==> src/rtl/sa_act_skew_feeder_if.sv <==
// Activation feeder bus: upstream vector handshake plus the skewed lane
// outputs that drive the left edge of the systolic array.
//   in_valid/in_ready/in_data/in_last : upstream vector handshake
//   out_data/out_valid                : per-lane skewed activation and tag
//   done                              : last vector's final lane is on out_data
// master = upstream/array side, slave = feeder side.
interface sa_act_skew_feeder_if #(
  parameter int unsigned N      = 4,
  parameter int unsigned DATA_W = 32
);
  logic                  in_valid;
  logic                  in_ready;
  logic [N*DATA_W-1:0]   in_data;
  logic                  in_last;
  logic [N*DATA_W-1:0]   out_data;
  logic [N-1:0]          out_valid;
  logic                  done;

  modport master (
    output in_valid, in_data, in_last,
    input  in_ready, out_data, out_valid, done
  );

  modport slave (
    input  in_valid, in_data, in_last,
    output in_ready, out_data, out_valid, done
  );
endinterface

==> src/rtl/sa_act_skew_feeder.sv <==
// Left-edge activation feeder for the systolic array. Buffers incoming
// N-lane vectors in a DEPTH-entry FIFO and emits them diagonally skewed:
// lane i is delayed i cycles behind lane 0. Zero bubbles are injected
// whenever run is low or the FIFO is empty; the skew chains never stall.
// Ports:
//   clk   : clock, rising edge
//   rstn  : asynchronous active-low reset
//   clear : synchronous flush of FIFO and skew pipeline (highest priority)
//   run   : lets the FIFO head enter the skew pipeline this cycle
//   busy  : FIFO non-empty or any skew stage holds a valid word
//   bus   : vector handshake and skewed lane outputs (slave modport)
module sa_act_skew_feeder #(
  parameter int unsigned N      = 4,
  parameter int unsigned DATA_W = 32,
  parameter int unsigned DEPTH  = 4
) (
  input  logic                   clk,
  input  logic                   rstn,
  input  logic                   clear,
  input  logic                   run,
  output logic                   busy,
  sa_act_skew_feeder_if.slave    bus
);

  localparam int unsigned VW = N * DATA_W;
  localparam int unsigned AW = (DEPTH > 1) ? $clog2(DEPTH) : 1;
  localparam int unsigned CW = $clog2(DEPTH + 1);
  localparam logic [CW-1:0] DEPTH_C = CW'(DEPTH);

  // FIFO entry = {last, data}
  logic [VW:0]    mem_q [DEPTH];
  logic [AW-1:0]  wptr_q, rptr_q;
  logic [CW-1:0]  count_q, count_d;
  logic [VW:0]    head;
  logic           full, push, pop;

  logic [VW-1:0]  s0_data_q;
  logic           s0_v_q, s0_last_q;
  logic [N-2:0]   last_q;

  logic [DATA_W-1:0] tap_data [N];
  logic [N-1:0]      tap_v;
  logic [N-1:0]      lane_any;

  assign full         = (count_q == DEPTH_C);
  assign bus.in_ready = !full;
  assign push         = bus.in_valid && !full && !clear;
  assign pop          = run && (count_q != '0) && !clear;
  assign head         = mem_q[rptr_q];

  always_comb begin
    count_d = count_q;
    unique case ({push, pop})
      2'b10:   count_d = count_q + 1'b1;
      2'b01:   count_d = count_q - 1'b1;
      default: count_d = count_q;
    endcase
  end

  always_ff @(posedge clk or negedge rstn) begin
    if (!rstn) begin
      count_q <= '0;
      wptr_q  <= '0;
      rptr_q  <= '0;
    end else if (clear) begin
      count_q <= '0;
      wptr_q  <= '0;
      rptr_q  <= '0;
    end else begin
      count_q <= count_d;
      if (push) wptr_q <= wptr_q + 1'b1;
      if (pop)  rptr_q <= rptr_q + 1'b1;
    end
  end

  always_ff @(posedge clk) begin
    if (push) mem_q[wptr_q] <= {bus.in_last, bus.in_data};
  end

  // Stage 0 loads a bubble whenever no pop happens; clear suppresses pop,
  // so it also zeroes this stage without a separate branch.
  always_ff @(posedge clk or negedge rstn) begin
    if (!rstn) begin
      s0_data_q <= '0;
      s0_v_q    <= 1'b0;
      s0_last_q <= 1'b0;
    end else begin
      s0_data_q <= pop ? head[VW-1:0] : '0;
      s0_v_q    <= pop;
      s0_last_q <= pop && head[VW];
    end
  end

  // last only matters where done is decoded, so it rides the lane N-1 chain.
  always_ff @(posedge clk or negedge rstn) begin
    if (!rstn) begin
      last_q <= '0;
    end else if (clear) begin
      last_q <= '0;
    end else begin
      last_q[0] <= s0_last_q;
      for (int unsigned k = 1; k < N - 1; k++) last_q[k] <= last_q[k-1];
    end
  end

  for (genvar i = 0; i < N; i++) begin : g_lane
    if (i == 0) begin : g_direct
      assign tap_data[0] = s0_data_q[DATA_W-1:0];
      assign tap_v[0]    = s0_v_q;
      assign lane_any[0] = s0_v_q;
    end else begin : g_chain
      logic [DATA_W-1:0] d_q [i];
      logic [i-1:0]      v_q;

      always_ff @(posedge clk or negedge rstn) begin
        if (!rstn) begin
          for (int unsigned k = 0; k < i; k++) d_q[k] <= '0;
          v_q <= '0;
        end else if (clear) begin
          for (int unsigned k = 0; k < i; k++) d_q[k] <= '0;
          v_q <= '0;
        end else begin
          d_q[0] <= s0_data_q[i*DATA_W +: DATA_W];
          v_q[0] <= s0_v_q;
          for (int unsigned k = 1; k < i; k++) begin
            d_q[k] <= d_q[k-1];
            v_q[k] <= v_q[k-1];
          end
        end
      end

      assign tap_data[i] = d_q[i-1];
      assign tap_v[i]    = v_q[i-1];
      assign lane_any[i] = |v_q;
    end
  end

  always_comb begin
    bus.out_data = '0;
    for (int unsigned i = 0; i < N; i++) bus.out_data[i*DATA_W +: DATA_W] = tap_data[i];
  end

  assign bus.out_valid = tap_v;
  assign bus.done      = tap_v[N-1] && last_q[N-2];
  assign busy          = (count_q != '0) || (|lane_any);

endmodule

==> src/flat_wrapper.sv <==
// flat-port wrapper written by rule: the top's interface ports become plain ports
module sa_act_skew_feeder_flat 
#(
  parameter int unsigned N      = 4,
  parameter int unsigned DATA_W = 32,
  parameter int unsigned DEPTH  = 4
)
  (clk, rstn, clear, run, busy, bus_in_valid, bus_in_data, bus_in_last, bus_in_ready, bus_out_data, bus_out_valid, bus_done);
  sa_act_skew_feeder_if #(.N(N), .DATA_W(DATA_W)) bus_i ();
  input  logic clk;
  input  logic rstn;
  input  logic clear;
  input  logic run;
  output logic busy;
  input wire logic [$bits(bus_i.in_valid)-1:0] bus_in_valid;
  input wire logic [$bits(bus_i.in_data)-1:0] bus_in_data;
  input wire logic [$bits(bus_i.in_last)-1:0] bus_in_last;
  output wire logic [$bits(bus_i.in_ready)-1:0] bus_in_ready;
  output wire logic [$bits(bus_i.out_data)-1:0] bus_out_data;
  output wire logic [$bits(bus_i.out_valid)-1:0] bus_out_valid;
  output wire logic [$bits(bus_i.done)-1:0] bus_done;
  assign bus_i.in_valid = bus_in_valid;
  assign bus_i.in_data = bus_in_data;
  assign bus_i.in_last = bus_in_last;
  assign bus_in_ready = bus_i.in_ready;
  assign bus_out_data = bus_i.out_data;
  assign bus_out_valid = bus_i.out_valid;
  assign bus_done = bus_i.done;
  sa_act_skew_feeder #(.N(N), .DATA_W(DATA_W), .DEPTH(DEPTH)) u_core (.clk(clk), .rstn(rstn), .clear(clear), .run(run), .busy(busy), .bus(bus_i));
endmodule
==> config.mk <==
export PLATFORM = sky130hd
export DESIGN_NAME = sa_act_skew_feeder_flat
export DESIGN_NICKNAME = d
export VERILOG_FILES = /design/src/rtl/sa_act_skew_feeder_if.sv /design/src/rtl/sa_act_skew_feeder.sv /design/src/flat_wrapper.sv
export SDC_FILE = /design/constraint.sdc
export NUM_CORES = 1
export LEC_CHECK = 0
export ABC_AREA = 1
export CAP_MARGIN = 40
export CORE_MARGIN = 10
export CORE_UTILIZATION = 45
export CTS_BUF_LIST = sky130_fd_sc_hd__clkbuf_16
export DETAILED_ROUTE_END_ITERATION = 7
export PLACE_DENSITY = 0.73
export SLEW_MARGIN = 20
export SYNTH_ARGS = -nofsm -noshare
export SYNTH_HDL_FRONTEND = slang
export SYNTH_SLANG_ARGS = --single-unit
==> constraint.sdc <==
create_clock -name clk -period 9.1 [get_ports clk]
set_input_delay 1.365 -clock clk [delete_from_list [all_inputs] [get_ports clk]]
set_output_delay 1.365 -clock clk [all_outputs]
set_load 0.01 [all_outputs]
Word-level counts from Yosys, hierarchy flattened
Memories as Yosys holds them, arrays and structs flattened.
Cells that the tools add are included.
Word-level totals
  register bits after elaboration: 338
  RAM bits: 516
  input bits: 134
  output and inout port bits: 135
  word-level logic and storage cells: 54
  memories: 1
Memories
  u_core.mem_q: words 4, bits a word 129, rd ports 1, clocked after memory_dff 0, write ports 1, line sa_act_skew_feeder.sv:31  | logic [VW:0] mem_q [DEPTH];
Cells by class
  add/sub/neg operators: 4
  equal/unequal tests: 3
  muxes and demuxes: 16
  reduce and logical (&&, ||, !) cells: 14
Operators with widths (count)
  128-bit two-way mux: 1
  96-bit two-way mux: 1
  64-bit two-way mux: 1
  32-bit two-way mux: 1
  2-bit two-way mux: 5
  3-bit two-way mux: 3
  7-bit OR reduction: 1
  1-bit logical AND: 6
  3-bit one-hot mux with 2 select lines: 1
  3-bit nonzero test: 2
  2-bit by 1-bit adder with 2-bit output (second input constant): 2
  2-bit nonzero test: 2
  3-bit by 1-bit adder with 3-bit output (second input constant): 1
  3-bit equality test (second input constant): 1
  1-bit two-way mux: 3
  3-bit by 1-bit subtractor with 3-bit output (second input constant): 1
  2-bit by 1-bit equality test with 1-bit output (second input constant): 1
  2-bit equality test (second input constant): 1
  1-bit logical NOT: 2
  1-bit logical OR: 1

Longest topological paths before layout
  depth after elaboration: 7
  depth in mapped cells: 12
  mapped depth without buffers: 12

Worst setup path after synthesis
Ideal clock, no wire load.
  path type: input to register
  from: input clear
  to: memory u_core.mem_q[0][0] (netlist bit) (enable)
  arrival time: 7131 ps
  setup slack: 1350 ps
  stages: 4
  buffers on the path: 1
  path through: buf_2 -> nor2_1 -> inv_1 -> nor2_1
On the way
  word-level cells in the longest chain between the ends: 4
Ends and longest elaborated chain
  start: declaration: line flat_wrapper.sv:12  | input logic clear;
  1-bit logical NOT: line sa_act_skew_feeder.sv:47  | assign push = bus.in_valid && !full && !clear;
  1-bit logical AND: line sa_act_skew_feeder.sv:47
  1-bit two-way mux: line sa_act_skew_feeder.sv:77  | if (push) mem_q[wptr_q] <= {bus.in_last, bus.in_data};
  1-bit two-way mux (implied by the code): line sa_act_skew_feeder.sv:77
  end: declaration: line sa_act_skew_feeder.sv:31
No other way between the ends.

Worst setup path in the final report
  from: input bus_in_valid
  to: memory u_core.mem_q[0][7] (netlist bit) (enable)
On the way
  word-level cells in the longest chain between the ends: 4
Ends and longest elaborated chain
  start: declaration: line flat_wrapper.sv:15  | input wire logic [$bits(bus_i.in_valid)-1:0] bus_in_valid;
  1-bit logical AND (2 in a row): line sa_act_skew_feeder.sv:47
  1-bit two-way mux: line sa_act_skew_feeder.sv:77
  1-bit two-way mux (implied by the code): line sa_act_skew_feeder.sv:77
No other way between the ends.

==> metrics.yaml <==
cts_sinks: 851
ys_seq_area_share_pct: 77.23
syn_to_final_growth_pct: 18.88
syn-num-nets: 2571
cpPeakStageDelay_ns: 0.48
critPathArrivalTime_ns: 3.68
slew_violations: 0
path_class: "input pin to flop"
cts_resized: 0
vias_per_cell: 4.981
drc: 0
finalSetupTns_ns: 0
yosysWarningCount: 0
synth_cell_types: 23
clock_power_share_pct: 36.4
route.met2.wl_um: 35820
synth.top_cells.by_count: "721 x nor2_1, 516 x edfxtp_1, 335 x dfrtp_1"
drt_first_pass_iters: 5
cts_root_buf: "clkbuf_16"
multi_input_area_um2: 4930
drt_iter0_markers: 1355
place_area_um2: 33990
wl_per_cell_um: 19.21
final_cell_area_um2: 36760
fillCellCount: 5376
power.switching_mw: 2.442
synth-edff-count: 516
core_area_um2: 68350
grt_overflow: 0
switching_share_pct: 26.60
power.combinational.fraction_pct: 14.2
dp_hpwl_um: 40860
layout.cells.non_filler: 3567
dp_cells: 3398
layout-drive-gt1-share_pct: 6.754
wl_um: 68510
crit_fanout: 46
start_util_pct: 45.24
synth.top_cell.area_share_pct: 50.12
cts_tree: "yes"
synth_area_um2: 30920
grt_usage_pct: 17.17
port_buffers: 268
period_share_pct: 37.21
async_reset_ff_share_pct: 39.37
io-pin-count: 269
layout_min_cycle_time_ns: 3.386
top_layer: "met5"
start_kind: "input pin"
pwr-share-seq_pct: 49.3
cts_max_level: 3
synth.area.top_cells: "edfxtp_1 50%, dfrtp_1 27%, nor2_1 8.8%"
final_util_pct: 53.78
first_global_vias: 18665
p_leak_nw: 14.29
skew_ns: 0.02702
postCtsHoldBufs: 0
fp.dieW_um: 282.1
post_cts_buffers: 0
die_area_um2: 79590
cap_viol_max_count: 0
hold_violations: 0
fin_hold_ws_ns: 0.4386
cts_buffers: 86
synth_top_flop_cell: "edfxtp_1"
max_slew_margin_pct: 35.49
hold_class: "flop to flop"
clkLatencyLatePin_ns: 0.64
via_count: 17769
pre_cts_ws_ns: 5.029
gp_congestion: 0.8001
met1_length_um: 26900
cts_buffer_depth: 3
rows: 96
seqCellArea_um2: 23890
drtAntennaViolNets: 0
wl_met3_um: 4221
yosysMostFrequentCell: "nor2_1"
crit_slowest_cell: "clkdlybuf4s50_1"
path_clk_slew_ns: 0.07
rsz0062_at_grt: "no"
critical_path.most_common_cell: "buf_4"
grt_max_degree: 166
ir_drop_mv: 0.1786
status: "complete, no violations"
antenna_found_initial: 7
ys_ff_latch: 851
tightestPinTransition_ns: 0.9677
synthCells: 2432
power.density_nw_per_um2: 249.7
p_int_mw: 6.738
max_freq_mhz: 295.3
crit_chain: "clkdlybuf4s50_1, nand2_2, nor2_1, inv_1, nor2_4, buf_4, buf_4, buf_16"
fp.dieH_um: 282.1
total_power_mw: 9.180
synth_top_cell_by_area: "edfxtp_1"
nets: 2745
crit_path_end_kind: "flop"
finalSetupViolations: 0
grt_first_pass_wirelength_um: 105300
worst-endpoint-required_ns: 9.39
syn_area_per_cell_um2: 12.71
finalWorstSetupSlack_ns: 5.714
path summary, 6_finish.rpt:
check / startpoint / end / slack [ns] / cells past startpoint
hold / removal: u_core.s0_data_q[115] / u_core.g_lane[3].g_chain.d_q[83] / 0.44 / 2
hold reg to reg: u_core.s0_data_q[115] / u_core.g_lane[3].g_chain.d_q[83] / 0.44 / 2
min in group asynchronous: rstn / u_core.bus.out_data[108] / 0.77 / 1
setup reg to reg: u_core.rptr_q[0] / u_core.s0_data_q[78] / 6.28 / 6
setup / recovery: bus_in_valid / u_core.mem_q[0][7] / 5.71 / 8
max in group asynchronous: rstn / u_core.g_lane[1].g_chain.d_q[9] / 6.79 / 2
per-layer routing:
| metal | GRT usage (%) | up-vias |
|---|---|---|
| met2 | 30.90 | 539 |
| li1 | - | 8267 |
| met4 | 6.129 | 4 |
| met1 | 20.11 | 8868 |
| met3 | 3.447 | 91 |
| met5 | 0 | - |
cell type report:
type	instances	area share [%]
antenna	5	0.03404
clock buffer	88	5.991
clock inverter	74	1.379
inverter	214	2.206
multi-input combinational	1148	13.41
sequential	851	64.98
tap	882	3.002
timing repair buffer	305	8.993
registers in the layout, indices dropped and copies added, names as in the netlist:
register and flops:
u_core.g_lane.g_chain.v_q 3, u_core.g_lane.g_chain.d_q 128, u_core.s0_data_q 128, u_core.s0_v_q 1, u_core.s0_last_q 1, u_core.rptr_q 2
u_core.bus.out_data 64, u_core.last_q 3, u_core.count_q 3, u_core.mem_q 516, u_core.wptr_q 2
cell usage in the layout, fill, tap and decap left out, types with 2 or more instances in the layout:
cell,instances
dfrtp_1,333
bufinv_16,4
buf_12,6
nand3_1,2
clkinvlp_4,3
dfrtp_4,2
nor2_1,717
buf_6,2
o21ai_1,89
inv_1,230
clkdlybuf4s50_1,266
clkinv_4,3
buf_4,17
clkbuf_16,88
inv_2,7
buf_16,13
ha_1,4
inv_16,2
clkinv_8,2
diode_2,5
a21oi_1,131
edfxtp_1,516
clkinv_1,15
o21ai_0,173
inv_6,5
nor2_4,5
nand2_1,20
clkinv_2,16
power groups by stage:
stage	clock, mW	sequential (mW)	combinational, mW
floorplan	0	4.57	0.867
global placement	0	4.61	1.18
detailed placement	0	4.61	1.30
CTS	3.42	4.54	1.31
global route	3.58	4.55	1.46
finish	3.34	4.53	1.31
critical path, delay by kind of cell:
| kind | cells | cell delay, ns |
|---|---|---|
| and+or+nand+nor | 3 | 0.39 |
| buffers and inverters | 5 | 1.86 |
cells by family after synthesis:
logic type | after synthesis | synth area share [%]
DFF | 851 | 77.23
adders and majority gates | 5 | 0.2266
xor gates and xnor gates | 1 | 0.02833
and+or+nand+nor | 748 | 9.170
AOI/OAI and AO/OA | 394 | 6.398
buffers and inverters | 433 | 6.948
Power figures use the tool's default switching activity.
